`src/rtl/avalon_st_packets_to_bytes_encoder.sv`:
```
// Avalon-ST packets-to-bytes encoder.
// Serialises a packet stream (data + channel/SOP/EOP sidebands) into a flat
// byte stream framed with in-band special characters:
//   0x7A SOP, 0x7B EOP, 0x7C channel, 0x7D escape (next byte XOR 0x20).
// Per beat the emission order is: [channel marker + channel byte], [SOP],
// [EOP], data byte. Channel/data bytes in 0x7A..0x7D are escaped.
// Ports:
//   clk, reset       - single clock, synchronous active-high reset
//   in_*             - packet-side Avalon-ST sink (ready/valid/data/channel/SOP/EOP)
//   out_*            - byte-side Avalon-ST source (ready/valid/data), registered
module avalon_st_packets_to_bytes_encoder #(
  parameter int CHANNEL_WIDTH       = 8,
  parameter bit EMIT_CHANNEL_ALWAYS = 1'b0
) (
  input  logic                     clk,
  input  logic                     reset,
  output logic                     in_ready,
  input  logic                     in_valid,
  input  logic [7:0]               in_data,
  input  logic [CHANNEL_WIDTH-1:0] in_channel,
  input  logic                     in_startofpacket,
  input  logic                     in_endofpacket,
  input  logic                     out_ready,
  output logic                     out_valid,
  output logic [7:0]               out_data
);

  // Each state names the byte currently presented on out_data.
  typedef enum logic [2:0] {
    S_IDLE, S_CH, S_CHESC, S_CHVAL, S_SOP, S_EOP, S_DESC, S_DATA
  } state_t;

  state_t     state, state_nxt;
  logic [7:0] out_data_nxt;
  logic       out_valid_nxt;

  logic [7:0] h_data, h_chan;
  logic       h_sop, h_eop;
  logic       chan_known;
  logic [7:0] last_chan;

  logic [7:0] chan_ext;
  logic       capture;
  logic       need_ch;
  state_t     hdata_st;
  logic [7:0] hdata_byte;

  function automatic logic is_special(input logic [7:0] b);
    return (b >= 8'h7A) && (b <= 8'h7D);
  endfunction

  always_comb begin
    chan_ext = '0;
    chan_ext[CHANNEL_WIDTH-1:0] = in_channel;
  end

  assign in_ready = (state == S_IDLE) || ((state == S_DATA) && out_ready);
  assign capture  = in_valid && in_ready;
  assign need_ch  = !chan_known || (chan_ext != last_chan) ||
                    (EMIT_CHANNEL_ALWAYS && in_startofpacket);

  // Data step of the held beat: escape prefix or the raw byte.
  always_comb begin
    hdata_st   = S_DATA;
    hdata_byte = h_data;
    if (is_special(h_data)) begin
      hdata_st   = S_DESC;
      hdata_byte = 8'h7D;
    end
  end

  // A capture takes priority: it can only happen in S_IDLE or while the
  // final S_DATA byte transfers, so it also retires the previous beat.
  always_comb begin
    state_nxt     = state;
    out_data_nxt  = out_data;
    out_valid_nxt = out_valid;
    if (capture) begin
      out_valid_nxt = 1'b1;
      if (need_ch) begin
        state_nxt    = S_CH;
        out_data_nxt = 8'h7C;
      end else if (in_startofpacket) begin
        state_nxt    = S_SOP;
        out_data_nxt = 8'h7A;
      end else if (in_endofpacket) begin
        state_nxt    = S_EOP;
        out_data_nxt = 8'h7B;
      end else if (is_special(in_data)) begin
        state_nxt    = S_DESC;
        out_data_nxt = 8'h7D;
      end else begin
        state_nxt    = S_DATA;
        out_data_nxt = in_data;
      end
    end else if (out_valid && out_ready) begin
      unique case (state)
        S_CH: begin
          if (is_special(h_chan)) begin
            state_nxt    = S_CHESC;
            out_data_nxt = 8'h7D;
          end else begin
            state_nxt    = S_CHVAL;
            out_data_nxt = h_chan;
          end
        end
        S_CHESC: begin
          state_nxt    = S_CHVAL;
          out_data_nxt = h_chan ^ 8'h20;
        end
        S_CHVAL: begin
          if (h_sop) begin
            state_nxt    = S_SOP;
            out_data_nxt = 8'h7A;
          end else if (h_eop) begin
            state_nxt    = S_EOP;
            out_data_nxt = 8'h7B;
          end else begin
            state_nxt    = hdata_st;
            out_data_nxt = hdata_byte;
          end
        end
        S_SOP: begin
          if (h_eop) begin
            state_nxt    = S_EOP;
            out_data_nxt = 8'h7B;
          end else begin
            state_nxt    = hdata_st;
            out_data_nxt = hdata_byte;
          end
        end
        S_EOP: begin
          state_nxt    = hdata_st;
          out_data_nxt = hdata_byte;
        end
        S_DESC: begin
          state_nxt    = S_DATA;
          out_data_nxt = h_data ^ 8'h20;
        end
        default: begin
          state_nxt     = S_IDLE;
          out_valid_nxt = 1'b0;
        end
      endcase
    end
  end

  always_ff @(posedge clk) begin
    if (reset) begin
      state      <= S_IDLE;
      out_valid  <= 1'b0;
      out_data   <= '0;
      chan_known <= 1'b0;
      last_chan  <= '0;
      h_data     <= '0;
      h_chan     <= '0;
      h_sop      <= 1'b0;
      h_eop      <= 1'b0;
    end else begin
      state     <= state_nxt;
      out_valid <= out_valid_nxt;
      out_data  <= out_data_nxt;
      if (capture) begin
        h_data     <= in_data;
        h_chan     <= chan_ext;
        h_sop      <= in_startofpacket;
        h_eop      <= in_endofpacket;
        last_chan  <= chan_ext;
        chan_known <= 1'b1;
      end
    end
  end

endmodule

```
`config.mk`:
```
export PLATFORM = sky130hd
export DESIGN_NAME = avalon_st_packets_to_bytes_encoder
export DESIGN_NICKNAME = d
export VERILOG_FILES = /design/src/rtl/avalon_st_packets_to_bytes_encoder.sv
export SDC_FILE = /design/constraint.sdc
export NUM_CORES = 1
export LEC_CHECK = 0
export CORE_MARGIN = 2
export CORE_UTILIZATION = 50
export CTS_CLUSTER_DIAMETER = 80
export DETAILED_ROUTE_END_ITERATION = 10
export GPL_TIMING_DRIVEN = 0
export PLACE_DENSITY = 0.75
export SETUP_SLACK_MARGIN = 0.4
export SLEW_MARGIN = 20
export SYNTH_ARGS = -nofsm -noshare
export SYNTH_HDL_FRONTEND = slang
export SYNTH_SLANG_ARGS = --single-unit
```
`constraint.sdc`:
```
create_clock -name clk -period 5.9 [get_ports clk]
set_input_delay 1.18 -clock clk [delete_from_list [all_inputs] [get_ports clk]]
set_output_delay 1.18 -clock clk [all_outputs]
set_load 0.01 [all_outputs]
```
==> reports/results.txt, run 1 <==
Walking the worst path, the cells encountered are clkdlybuf4s50_1, clkbuf_1, a21o_1, clkdlybuf4s50_1. The number of slew-limit violations in the final report came out at 0. After layout, the worst setup slack is 1.97 ns. Fill cells in the final layout number 376. Before antenna repair, the detailed router went through 5 iterations.

At the end of the flow, the number of nets in the layout was 329. Summed over all cells, the static leakage comes to 0.000855 uW. The register area share after synthesis was 0.308; the synthesis-stage register bit count was 31.

For this design, the CTS-stage hold fixing added 0 buffers. On the final layout, the worst clock skew is 0.00371 ns. Source of the worst register-to-register timing path: state[2]$_SDFFE_PP0P_. The H-tree was split into 2 levels. The sink count of the clock tree was 31; the maximum single-stage delay on the critical path was 0.52 ns. The run gives 270 as the instance count of the mapped netlist.

TritonCTS built the clock tree. Hold violation total from the final report: 0. The worst relative slew slack was 0.527; the placer congestion estimate was 0.971. The tools report the maximum achievable frequency as 255 MHz. 32 I/O pins were placed. For the number of maximum-capacitance violations, the log shows 0. After legalization and detailed placement, the total HPWL measured 4540 microns. Setup repair after global routing left no endpoint under its margin. The run finished with clean final reports.

The area of the die was 0.00455 sq mm. After detailed routing, the number of remaining DRC violations is 0. The maximum net fanout on the critical path works out to 10.

The tools report the final number of setup-violating endpoints as 0. Among all flip-flop cells after synthesis, the most frequent one is sky130_fd_sc_hd__dfxtp_1. The relative area change from synthesis to final layout came out at 23.2%. OpenSTA, run right after detailed placement, puts the worst setup slack at 2.00 ns.

The worst setup path is of the input pin to output port kind. The count of flip-flops with a built-in enable after synthesis is 0, and the worst hold slack after final layout is 0.476 ns. Dividing the detail-routed wire length by the instance count gives 17.1 microns.

The initial detailed-routing violation count is 249, and the number of port buffers is 30. The worst setup path is launched from an input pin. STA classifies the critical path endpoint as an output port.

The clock network latency to the later pin of the worst-skew pair is 0.29 ns. The clock period minus worst slack was 3.93 ns. The async set or reset register ratio after synthesis came out at 0. Measured along the y axis, the die boundary spans 67.4 microns. The setup check on the worst reg-to-reg path leaves a slack of 3.50 ns.

Clock-pin slew was measured on the worst setup and hold paths at 0.07 ns. The tools report the via count of the first global-routing pass as 1917. For the post-CTS repair timing setup buffer count, the log shows 0. The most numerous cell type found on the critical path is sky130_fd_sc_hd__clkdlybuf4s50_1.

The synthesized netlist occupies a cell area of 0.00201 sq mm. The design draws 612 uW. The number of placement rows was 23. The tree is rooted in a sky130_fd_sc_hd__clkbuf_8.

The core region is 0.00394 sq mm. The total overflow left after global routing is 0. Once layout is done, the placed cells without fillers occupy 0.00248 sq mm. 0 antenna diodes ended up in the layout.

The logs give 0.00237 sq mm for the standard cell area after detailed placement and 11 for the pin count of the biggest net entering global routing. From left edge to right edge, the die measures 67.4 microns. In this run, distinct cell masters in the synthesized netlist total 55. The post-route fraction of the period consumed by the critical path was 0.666; the remaining number of nets flagged by the antenna check after routing was 0. The number of stages on the worst hold path is 2. The hold-critical path endpoint is out_data[4]$_SDFFE_PP0P_. During synthesis, Yosys emitted a total of 0 warnings. Global router's overall resource usage: 0.284. The average instance in the mapped netlist occupies 7.45 sq um.

For the number of antenna violations at the first check in global routing, the log shows 0. The tools report the final wirelength as 6110 microns. The worst-case reg-to-reg path depth is 6, and the global-route wire length before repair is 9490 microns. The worst register-to-register path ends at state[1]$_SDFFE_PP0P_.

The effective utilization at floorplan was 0.510. Class of the tightest hold or removal check: register to register. The slowest stage of the critical path is the sky130_fd_sc_hd__clkdlybuf4s50_1 cell.

The number of clock buffers inserted by TritonCTS was 5. For the maximum buffer depth of the clock tree, the log shows 2. The pin slew with the least headroom to its limit was 0.706 ns. The final route contains 2188 vias.

Using the TritonRoute via totals, the vias-per-cell ratio works out to 6.11. Summed over all nets, wire length on met2 after detailed routing comes to 2790 microns. In this run the most critical hold path is launched from out_data[4]$_SDFFE_PP0P_. The cell area power density came out at 247 mW/mm^2. In this run the top signal layer used is met4. For the setup TNS, the log shows 0 ns. After clock tree synthesis, the repair step resized 0 gates.

The endpoint required time on the critical path was 4.72 ns; the worst ir drop on vdd was 0.000204 V. At the worst endpoint, the arrival time is 2.75 ns. The share of layout cells above drive strength 1 was 0.0455. Post-synth net total: 292. The run gives 2650 microns as the wire length on met1. Wire segments on met3 add up to 541 microns in the final route.
-- Yosys cell counts (all sizes together), types with 4 or more instances --
cell | n | area share
a21oi | 35 | 0.087
nand3 | 6 | 0.015
nand4 | 4 | 0.012
o22ai | 5 | 0.016
nor3 | 4 | 0.016
inv | 7 | 0.013
dfxtp | 31 | 0.31
a21o | 5 | 0.019
xnor2 | 11 | 0.048
a211oi | 4 | 0.015
nor2b | 4 | 0.012
nand2 | 51 | 0.095
nor2 | 11 | 0.021
clkbuf | 19 | 0.035
nor3b | 4 | 0.015
o211ai | 7 | 0.026
a221oi | 4 | 0.017
o21ai | 15 | 0.037
-- metrics by stage --
stage | instances | util
global route | 358 | 0.629
floorplan | 270 | -
detailed placement | 350 | 0.602
finish | 358 | 0.629
CTS | 358 | 0.629
global placement | 350 | 0.602
-- logic make-up (layout without fill, tap and decap cells) --
logic type      count (synthesis)  after routing  share of synthesized area
compound gates                105            105                      0.349
simple gates                   95             95                      0.236
flops                          31             31                      0.308
buf+inv                        27             65                     0.0541
xor+xnor                       11             11                     0.0479
mux                             1              1                    0.00498
-- sequential cells by signal, summed over array words and instances (netlist names) --
register,flops
state,3
last_chan,8
out_valid,1
h_sop,1
h_eop,1
chan_known,1
h_data,8
out_data,8
-- metal layers --
| metal | vias to the layer above | track usage |
|---|---|---|
| li1 | 1074 | - |
| met1 | 973 | 0.388 |
| met2 | 124 | 0.452 |
| met3 | 17 | 0.0567 |
| met4 | 0 | 0.0867 |
| met5 | - | 0 |
-- critical path: cells and delay by family --
family | cells | cell delay (ns)
buf+inv | 3 | 1.38
compound gates | 1 | 0.17
-- layout make-up --
cell class | count | area (sq um) | share of cell area
plain buffers | 20 | 82.6 | 0.0333
clock buffers | 7 | 96.3 | 0.0389
clock inverters | 1 | 7.51 | 0.00303
inverters | 7 | 26.3 | 0.0106
multi-input cells | 212 | 1280 | 0.517
flip-flops and latches | 31 | 621 | 0.250
well taps | 50 | 62.6 | 0.0252
repair buffers | 30 | 300 | 0.121
-- cells in the final DEF, fill, tap and decap left out, drive strengths merged, types with 2 or more instances in the layout --
cell type and count:
nand2 51, a21oi 35, dfxtp 31, clkdlybuf4s50 30, clkbuf 26, o21ai 15, xnor2 11, nor2 11
inv 7, o211ai 7, nand3 6, a21o 5, o22ai 5, nand4 4, a221oi 4, a211oi 4
nor2b 4, nor3b 4, nor3 4, a2111oi 3, o2bb2ai 2, a22oi 2, o41ai 2, a211o 2
a31oi 2, o21bai 2, a21boi 2
-- how the worst max path moves through the flow --
stage              start       end  depth (start not counted)
2_1_floorplan  out_ready  in_ready                          2
3_3_place_gp   out_ready  in_ready                          4
3_5_place_dp   out_ready  in_ready                          4
4_1_cts        out_ready  in_ready                          4
5_1_grt        out_ready  in_ready                          4
6_report       out_ready  in_ready                          4
-- power breakdown --
group          internal [uW]  switching, uW
Clock                    106           85.7
Sequential               229           21.8
Combinational           78.0           91.6
Total                    413            199
(Power assumes the default switching activity.)
==> run 2: changes to the inputs <==
clock period = 3.8 ns   (was 5.9 ns; I/O delays follow)
==> results of run 2 <==
The final DEF is identical to that of run 1. Status: finished clean.
Among the figures that moved: setup slack after placement 2.00 ns -> 0.661 ns; setup slack after layout 1.97 ns -> 0.713 ns; register-to-register setup slack 3.50 ns -> 1.40 ns; total power 612 uW -> 950 uW; worst IR drop on VDD 0.000204 V -> 0.000316 V
==> run 3: changes to the inputs <==
clock period = 2.9 ns   (was 3.8 ns; I/O delays follow)
==> reports/results.txt, run 3 (synthesis results as in run 1) <==
The flow ran to the end, and the final reports show no timing, DRC or antenna violations. The tools report the worst hold slack after final layout as 0.475 ns. In the final layout, the registers with the most flip-flops are h_data: 8 flops, last_chan: 8 flops, out_data: 8 flops. The global router's overall resource usage was 0.289. The critical path launch point is in_valid. The kind of cell with the highest combined delay along the critical path is simple AND/OR/NAND/NOR gates. For the data arrival at the endpoint of the critical path, the log shows 2.53 ns. Walking the worst path, the cells encountered are clkdlybuf4s50_1, nand2_1, o2bb2a_4, buf_6, or4_4, o211ai_1, a21oi_1. The hold buffer count at cts came out at 0. The effective utilization at floorplan is 0.510.

In this run the critical register-to-register path is captured at out_data[5]$_SDFFE_PP0P_. Total number of vias: 2223. The number of antenna violations at the first check in global routing came out at 0. The run gives 11 as the pin count of the biggest net entering global routing. The number of slew-limit violations in the final report was 0. After legalization and detailed placement, the total HPWL measured 4540 microns.

In the final routing, the length of wire on met1 measures 2660 microns. The logic depth of the worst path, buffers included was 7. After clock tree synthesis, the clock-pin slew on the worst setup and hold paths is 0.06 ns. The tightest min-delay check is of the register to register type.

The height of the chip came out at 67.4 microns. TritonCTS built the clock tree. Measured in cells, the most critical reg-to-reg path has a length of 6. In this run, CTS created clock tree buffers numbering 5.

The cell at the root of the clock tree is sky130_fd_sc_hd__clkbuf_8. After the first detailed-routing iteration, the DRC count stood at 235. The final number of setup-violating endpoints was 0; the overflow left after global routing was 0.

The pin slew with the least headroom to its limit was 0.733 ns. For the final standard cell count with taps included and fillers excluded, the log shows 362. The top routing layer in use was met4.

After detailed routing, the number of remaining DRC violations is 0. The setup path with the least slack is of type input pin to register. Port buffering added 30 buffers.

The H-tree was split into 2 levels. For this block, the routed nets add up to 6160 microns of wire. The path with the worst hold slack has its endpoint at out_data[4]$_SDFFE_PP0P_.

The clock passes through at most 2 buffers. The tool flagged a number of max-cap violations equal to 0. In this run the horizontal extent of the chip is 67.4 microns. Across the VDD grid, the largest voltage drop is 0.000438 V. Final setup slack of the worst path: 0.526 ns. The floorplan step defined a die boundary enclosing 0.00455 sq mm. Cell with the largest stage delay on the worst path: sky130_fd_sc_hd__or4_4. Leaving out fill and tap cells, the most frequent cells in the layout are sky130_fd_sc_hd__nand2_1 (51), sky130_fd_sc_hd__a21oi_1 (35), sky130_fd_sc_hd__dfxtp_1 (31). The clock period could shrink to 2.37 ns.

The first global-routing pass estimated 9610 microns of wire. The tools report the clock network latency to the later pin of the worst-skew pair as 0.29 ns. Compared with the post-synthesis result, the final layout area differs by 25.5%. The startpoint of the worst hold path is out_data[4]$_SDFFE_PP0P_.

In this run the power density over the cells is 493 mW/mm^2. Before CTS, the worst setup slack after placement is -0.0589 ns. The worst register-to-register path begins at state[2]$_SDFFE_PP0P_. Wire segments on met3 add up to 581 microns in the final route. The critical path contains buffers and inverters numbering 2 combined. The via density per instance works out to 6.14. The startpoint type of the worst setup path was an input pin. The setup TNS is 0 ns, and the number of placement rows is 23.

The type of element capturing the critical path was a register. The run gives 0 as the remaining number of nets flagged by the antenna check after routing. Counting tap cells, the placed design contains a total of 350 instances. The post-route fraction of the period consumed by the critical path works out to 0.819. The sink count of the clock tree was 31. For this design the static power due to leakage is 0.000895 uW. After the last flow step, the layout net total stands at 333. The hold violation total from the final report is 0.

The endpoint required time on the critical path was 3.05 ns; the count of antenna diodes in the layout was 0. The largest single stage delay on the critical path is 0.57 ns. The placeable core area is 0.00394 sq mm. Wire segments on met2 add up to 2820 microns in the final route.

The tools report the worst clock skew as 0.00559 ns. Via count of the first global-routing pass: 1952. The first detailed-routing pass ran for 5 iterations. Maximum achievable frequency: 421 MHz. Setup repair after global routing left no endpoint under its margin. The tools report the utilization after layout as 0.640. The number of stages on the worst hold path is 2. The fill cell instance count of the final layout is 373, and the worst setup slack for register-to-register paths is 0.55 ns. Dividing the detail-routed wire length by the instance count gives 17.0 microns. The share of layout cells above drive strength 1 was 0.0705. Of all nets on the critical path, the largest fanout is 6.

The I/O pin count is 32, and the placer congestion estimate is 0.971. The library cell used most frequently in the layout, excluding fill and tap cells, is sky130_fd_sc_hd__nand2_1. The worst relative slew slack is 0.508.
[run 3: cell count changes in the layout (fill, tap and decap cells not counted), sizes merged]
cell	delta
clkdlybuf4s50	-1
dlymetal6s2s	+1
buf	+5
clkbuf	-1
[run 3: cell type report]
class / count / area [sq um] / area share
Multi-Input combinational cell: 212 / 1290 / 0.509
Sequential cell: 31 / 621 / 0.246
Timing Repair Buffer: 34 / 333 / 0.132
Clock buffer: 7 / 96.3 / 0.0382
Buffer: 20 / 92.6 / 0.0367
Tap cell: 50 / 62.6 / 0.0248
Inverter: 7 / 26.3 / 0.0104
Clock inverter: 1 / 7.51 / 0.00297
[run 3: worst max-delay path by stage]
stage	to	slack (ns)
after floorplan	state[1]$_SDFFE_PP0P_	0.94
after global placement	state[1]$_SDFFE_PP0P_	-0.001
after detailed placement	state[1]$_SDFFE_PP0P_	-0.06
after CTS	in_ready	0.39
final	out_data[5]$_SDFFE_PP0P_	0.53
after global routing	out_data[3]$_SDFFE_PP0P_	0.40
[run 3: what timing repair did]
item                       in CTS  in global routing
setup endpoints to repair      12                 12
gates resized for setup         3                  7
setup buffers                   4                  0
pin swaps                       1                  1
[run 3: power by group]
part	switching (uW)	total, uW	internal [uW]	leakage, uW
sequential	44.0	509	465	0.000255
clock	171	387	216	0.0000505
combinational	188	348	160	0.000590
[run 3: tightest hold or removal path, delay by kind of cell, from the launching register on]
| family | cells | cell delay, ns |
|---|---|---|
| compound gates | 1 | 0.06 |
| flops | 1 | 0.31 |
| simple gates | 1 | 0.05 |
[run 3: metal layers]
metal / global-route usage / vias to the layer above
li1: - / 1082
met1: 0.391 / 1004
met2: 0.464 / 126
met3: 0.0567 / 11
met4: 0.0867 / 0
met5: 0 / -
[run 3: per-stage QoR]
stage | instance area [sq um] | total power (uW)
final | 2520 | 1240
after global routing | 2520 | 1310
after CTS | 2510 | 1240
after detailed placement | 2370 | 857
after global placement | 2370 | 853
after floorplan | 2010 | 722
